## src/rtl/img_mem_arbiter.sv

```systemverilog
// Arbitrates the single-port image RAM: display has absolute priority, read/write share the rest round-robin.
// Latency: RAM command one edge after the request, read data two edges after it; display never waits.
module img_mem_arbiter #(
    parameter int ADDR_W     = 18,
    parameter int DATA_W     = 8,
    parameter int IMG_WIDTH  = 400,
    parameter int IMG_HEIGHT = 400
) (
    input  logic              clk,
    input  logic              rst,
    input  logic              disp_req,
    input  logic [ADDR_W-1:0] disp_addr,
    output logic [DATA_W-1:0] disp_q,
    output logic              disp_valid,
    input  logic              rd_req,
    input  logic [ADDR_W-1:0] rd_addr,
    output logic              rd_ack,
    output logic              rd_valid,
    output logic [DATA_W-1:0] rd_data,
    input  logic              wr_req,
    input  logic [ADDR_W-1:0] wr_addr,
    input  logic [DATA_W-1:0] wr_data,
    output logic              wr_ack,
    output logic [ADDR_W-1:0] mem_addr,
    output logic              mem_we,
    output logic [DATA_W-1:0] mem_wdata,
    input  logic [DATA_W-1:0] mem_q,
    output logic [15:0]       conflict_cnt
);
    localparam logic [ADDR_W-1:0] ADDR_END = ADDR_W'(IMG_WIDTH * IMG_HEIGHT);

    typedef enum logic [1:0] {
        TAG_NONE = 2'd0,
        TAG_DISP = 2'd1,
        TAG_RD   = 2'd2
    } tag_kind_e;

    typedef struct packed {
        tag_kind_e kind;
        logic      zero;
    } tag_t;

    logic [ADDR_W-1:0] mem_addr_q, mem_addr_d;
    logic              mem_we_q, mem_we_d;
    logic [DATA_W-1:0] mem_wdata_q, mem_wdata_d;
    logic              rd_ack_q, rd_ack_d;
    logic              wr_ack_q, wr_ack_d;
    logic              last_wr_q, last_wr_d;
    tag_t              tag1_q, tag1_d;
    tag_t              tag2_q, tag2_d;
    logic [DATA_W-1:0] disp_pix_q, disp_pix_d;
    logic [DATA_W-1:0] rd_pix_q, rd_pix_d;
    logic              disp_valid_q, disp_valid_d;
    logic              rd_valid_q, rd_valid_d;
    logic [15:0]       conflict_cnt_q, conflict_cnt_d;
    logic              grant_rd, grant_wr;
    logic [DATA_W-1:0] ret_data;

    always_comb begin
        // last_wr_q high means the write port won last, so a contested cycle goes to read
        grant_rd    = !disp_req && rd_req && (!wr_req || last_wr_q);
        grant_wr    = !disp_req && wr_req && !grant_rd;
        mem_addr_d  = mem_addr_q;
        mem_wdata_d = mem_wdata_q;
        mem_we_d    = 1'b0;
        rd_ack_d    = 1'b0;
        wr_ack_d    = 1'b0;
        last_wr_d   = last_wr_q;
        tag1_d.kind = TAG_NONE;
        tag1_d.zero = 1'b0;
        if (disp_req) begin
            mem_addr_d  = disp_addr;
            tag1_d.kind = TAG_DISP;
            tag1_d.zero = disp_addr >= ADDR_END;
        end else if (grant_rd) begin
            mem_addr_d  = rd_addr;
            rd_ack_d    = 1'b1;
            last_wr_d   = 1'b0;
            tag1_d.kind = TAG_RD;
            tag1_d.zero = rd_addr >= ADDR_END;
        end else if (grant_wr) begin
            mem_addr_d  = wr_addr;
            mem_wdata_d = wr_data;
            mem_we_d    = wr_addr < ADDR_END;
            wr_ack_d    = 1'b1;
            last_wr_d   = 1'b1;
        end

        conflict_cnt_d = conflict_cnt_q;
        if (disp_req && (rd_req || wr_req) && conflict_cnt_q != 16'hFFFF) begin
            conflict_cnt_d = conflict_cnt_q + 16'd1;
        end

        tag2_d       = tag1_q;
        ret_data     = tag2_q.zero ? '0 : mem_q;
        disp_valid_d = tag2_q.kind == TAG_DISP;
        rd_valid_d   = tag2_q.kind == TAG_RD;
        disp_pix_d   = disp_valid_d ? ret_data : disp_pix_q;
        rd_pix_d     = rd_valid_d ? ret_data : rd_pix_q;
    end

    always_ff @(posedge clk) begin
        if (rst) begin
            mem_addr_q     <= '0;
            mem_we_q       <= 1'b0;
            mem_wdata_q    <= '0;
            rd_ack_q       <= 1'b0;
            wr_ack_q       <= 1'b0;
            last_wr_q      <= 1'b1;
            tag1_q.kind    <= TAG_NONE;
            tag1_q.zero    <= 1'b0;
            tag2_q.kind    <= TAG_NONE;
            tag2_q.zero    <= 1'b0;
            disp_pix_q     <= '0;
            rd_pix_q       <= '0;
            disp_valid_q   <= 1'b0;
            rd_valid_q     <= 1'b0;
            conflict_cnt_q <= '0;
        end else begin
            mem_addr_q     <= mem_addr_d;
            mem_we_q       <= mem_we_d;
            mem_wdata_q    <= mem_wdata_d;
            rd_ack_q       <= rd_ack_d;
            wr_ack_q       <= wr_ack_d;
            last_wr_q      <= last_wr_d;
            tag1_q         <= tag1_d;
            tag2_q         <= tag2_d;
            disp_pix_q     <= disp_pix_d;
            rd_pix_q       <= rd_pix_d;
            disp_valid_q   <= disp_valid_d;
            rd_valid_q     <= rd_valid_d;
            conflict_cnt_q <= conflict_cnt_d;
        end
    end

    assign mem_addr     = mem_addr_q;
    assign mem_we       = mem_we_q;
    assign mem_wdata    = mem_wdata_q;
    assign rd_ack       = rd_ack_q;
    assign wr_ack       = wr_ack_q;
    assign disp_q       = disp_pix_q;
    assign disp_valid   = disp_valid_q;
    assign rd_data      = rd_pix_q;
    assign rd_valid     = rd_valid_q;
    assign conflict_cnt = conflict_cnt_q;
endmodule

```

## config.mk

```make
export PLATFORM = sky130hd
export DESIGN_NAME = img_mem_arbiter
export DESIGN_NICKNAME = d
export VERILOG_FILES = /design/src/rtl/img_mem_arbiter.sv
export SDC_FILE = /design/constraint.sdc
export NUM_CORES = 1
export LEC_CHECK = 0
export CORE_UTILIZATION = 45
export DETAILED_ROUTE_END_ITERATION = 10
export HOLD_SLACK_MARGIN = 0.15
export MAX_ROUTING_LAYER = met4
export PLACE_DENSITY = 0.9
export SYNTH_ARGS = -nofsm -noshare
export SYNTH_HDL_FRONTEND = slang
export SYNTH_SLANG_ARGS = --single-unit
```

## constraint.sdc

```tcl
create_clock -name clk -period 3.6 [get_ports clk]
set_input_delay 0.54 -clock clk [delete_from_list [all_inputs] [get_ports clk]]
set_output_delay 0.54 -clock clk [all_outputs]
set_load 0.05 [all_outputs]
```

Word-level counts from Yosys, hierarchy flattened
Cells that the tools add are included.

storage, ports and cells
  register bits after elaboration = 70
  bits of input ports = 75
  logic and storage cells = 54

cells by class
  add/sub/neg operators = 1
  magnitude comparators = 3
  equal/unequal tests = 3
  multiplexer cells = 10
  bitwise gates (word level) = 3
  reductions and logical operators = 18

operator list
  cell                                                                    count
  18-bit 2-to-1 mux                                                       3
  18-bit >= comparator (second input constant)                            2
  18-bit < comparator (second input constant)                             1
  16-bit by 1-bit adder with 16-bit output (second input constant)        1
  16-bit != test (second input constant)                                  1
  8-bit 2-to-1 mux                                                        1
  1-bit logical AND                                                       6
  1-bit 2-to-1 mux                                                        4
  4-bit OR reduction                                                      1
  1-bit zero test                                                         3
  3-bit 2-to-1 mux                                                        1
  1-bit NOT                                                               3
  3-bit AND reduction                                                     1
  3-bit nonzero test                                                      1
  3-bit OR reduction                                                      1
  2-bit by 1-bit equality test with 1-bit output (second input constant)  1
  2-bit equality test (second input constant)                             1
  1-bit logical OR                                                        2
  2-bit 2-to-1 mux                                                        1
  2-bit AND reduction                                                     1
  2-bit nonzero test                                                      1
  2-bit OR reduction                                                      1

Logic depth before layout (Yosys ltp)
  word-level depth = 8
  depth in mapped cells = 7
  gate-level depth less buffers = 5

Worst setup path before layout
OpenSTA, ideal clock, no wires.

  path kind = register to register
  from = reg conflict_cnt_q[2], in the netlist conflict_cnt[2]
  to = reg conflict_cnt_q[15], in the netlist conflict_cnt[15]
  data arrival time = 2044 ps
  data required time = 3530 ps
  setup slack = 1485 ps
  cell stages (with the launch flop) = 5
  period minus slack after synthesis = 2115 ps
  cell sequence = dfxtp_1 nand4_1 or4_4 or4_1 a21oi_1

between the ends
  word-level cells in the longest chain between the ends = 2

ends and longest elaborated chain
  item                                                                                              line  source
  start: declaration                                                                                55    logic [15:0] conflict_cnt_q, conflict_cnt_d;
  start signal: assignment                                                                          132   conflict_cnt_q <= conflict_cnt_d;
  parallel branches: the longest is 2 deep, another holds 16-bit by 1-bit adder with 16-bit output  --

Parallel ways; which one is timed is not known.
A chain may end at the register's enable or synchronous reset.

Worst setup path in the final report
  from = in wr_req
  to = reg conflict_cnt_q[15], in the netlist conflict_cnt[15]

between the ends
  word-level cells in the longest chain between the ends = 3

ends and longest elaborated chain
  item                             line  source
  start: declaration               20    input logic wr_req,
  1-bit logical OR                 90    if (disp_req && (rd_req || wr_req) && conflict_cnt_q != 16'hFFFF) begin
  1-bit logical AND (2 in series)  90

No other way between the ends.

==> results.ini <==
[setup_path]
r2r_slack_ns=1.36
critical_path_arrival_ns=2.76
end_kind=register
path_class=in -> reg
path_max_fanout=11
start_kind=input port
cp.required_ns=3.88

[power]
power.density_nw_per_um2=388
power_frac_seq=0.447
switchingPower_uw=522
clkPwrFrac=0.357
p_leak_nw=1.63
p_int_mw=1.29
ir_drop_mv=0.229
swShare=0.288
comb_power_share=0.195

[synth]
yosys.cell_types.count=41
ys_ff_latch=69
synthFlopType=dfxtp_1
yosysTopAreaCell=dfxtp_1
synthCells=364
synth_top_cell_area_share=0.452
synth-async-reset-ratio=0
ys_top_cells_by_area=dfxtp_1, a21oi_1, nand2_1, a21o_1, a22oi_1
syn-cell-area_um2=3060
synthTopCellsByCount=dfxtp_1, a21oi_1, nand2_1, nand3_1, o21ai_0
synth_edf_count=0
yosysSeqAreaShare=0.452
yosys_warnings=0
syn_nets=440
yosysMostFrequentCell=dfxtp_1
syn_area_per_cell_um2=8.40

[clocking]
numClockSinks=69
cts.reportedPaths.clkPinSlew_ns=0.08
ctsResizeCount=0
cts_setup_buffers=0
cts.path.max_buffers=2
insertion_delay_ns=0.36
cts_hold_buf=0
root_buffer=clkbuf_8
htreeDepth=3
cts_tree=yes
cts-buffers-inserted=9

[layout]
drive_gt1_frac=0.0605
diodes=0
num-nets-final=567
post-route-util=0.723
syn2layout_area_growth_pct=52.7

[timing]
worst_slack_ns=1.12
rsz0062_at_grt=false
slew_violations=0
hold_viol_final=0
slew_headroom=0.169
setup_viol=0
skew_ns=0.00777
fmax_ghz=0.403
finalHoldWorstSlack_ns=0.448
fin_crit_ns=2.48
min_period_over_period=0.689
worst_pin_slew_ns=1.24
setup-tns-final_ns=0

[global_route]
grt_pass1_wl_mm=15.7
grt_usage=0.287
antenna_found_initial=0
grt_max_degree=33
grt-ovfl-total=0
grt_pass1_vias=3234

[outcome]
failed_checks=design-rule violations
outcome=finished, violations left

[placement]
dp_hpwl_mm=6.71
gp_congestion=0.872
dp_slack_ns=0.788
portBuffers=137

[route]
dr_total_vias=3341
first_pass_iters=8
wl_per_cell_um=16.9
ant_nets=0
drc_errors=9
wl_mm=9.67
avgViaCountPerCell=5.83
drtIter0Drc=200

[floorplanning]
die_x_um=84.5
die_area_um2=7130
fp.dieH_um=84.5
rows=29
ios=138
core_um2=6460
initial_core_util=0.474

[worst_hold_path]
hold_class=reg -> reg

[flow_run]
max_cap_violations=0

-- cells by family after synthesis --
| group | Yosys count | synth area share |
|---|---|---|
| mux | 1 | 0.00368 |
| xor+xnor | 1 | 0.00286 |
| flops | 69 | 0.452 |
| simple gates | 130 | 0.229 |
| compound gates | 132 | 0.269 |
| buf+inv | 30 | 0.0397 |
| fa+ha+maj | 1 | 0.00409 |
-- worst paths after layout --
kind	from	cells past startpoint	endpoint
min reg2reg	tag1_q[1]	1	tag2_q[1]
max reg2reg	conflict_cnt[0]	6	conflict_cnt[9]
max	wr_req	5	conflict_cnt[15]
min	tag1_q[1]	1	tag2_q[1]
-- metrics by stage --
stage	instances	total power [mW]	cell area, um^2
2_1_floorplan	364	1.01	3060
3_3_place_gp	557	1.17	4470
3_5_place_dp	557	1.18	4470
4_1_cts	573	1.81	4670
5_1_grt	573	1.87	4670
6_report	573	1.81	4670
-- worst max-delay path: stages --
cell and delay (ns):
clkdlybuf4s50_1 0.65, o21ai_1 0.29, or4_4 0.62, or4_1 0.49
a21oi_1 0.16
-- flip-flops by register name, indices dropped and copies added, names as in the netlist --
signal and count:
rd_data 8, disp_q 8, mem_we 1, wr_ack 1
rd_ack 1, mem_wdata 8, mem_addr 18, rd_valid 1
last_wr_q 1, conflict_cnt 16, tag1_q 2, disp_valid 1
tag2_q 3
-- placed cells by master, fill, tap and decap left out, drive strengths merged, types with 3 or more instances in the layout --
cell and n:
nand4 5, nand2 39, a21oi 48, a22o 8, buf 8, nor3 4
a22oi 18, o21ai 25, nand3 27, clkdlybuf4s50 136, or3 4, or4 8
nand2b 4, o31ai 8, nor2 12, a21o 18, nor2b 16, clkinv 3
dfxtp 69, nor4 5, clkbuf 11
-- power groups by stage --
stage / Clock, mW / Combinational [mW] / Sequential (mW)
after global placement: 0 / 0.343 / 0.826
after detailed placement: 0 / 0.350 / 0.827
final: 0.648 / 0.354 / 0.810
after CTS: 0.650 / 0.353 / 0.810
after floorplan: 0 / 0.0979 / 0.917
after global routing: 0.686 / 0.375 / 0.813
-- cell type report --
type	count	area (um^2)
Clock buffer	11	141
Clock inverter	5	60.1
Timing Repair Buffer	144	1420
Sequential cell	69	1380
Tap cell	77	96.3
Fill cell	502	1790
Multi-Input combinational cell	265	1570
Inverter	2	7.51
-- layer usage --
metal	vias to the layer above	routed length (um)	track usage
li1	1593	-	-
met1	1569	3890	0.334
met2	147	4780	0.475
met3	32	585	0.0580
met4	0	404	0.142
met5	-	0	-
Power figures use the tool's default switching activity.
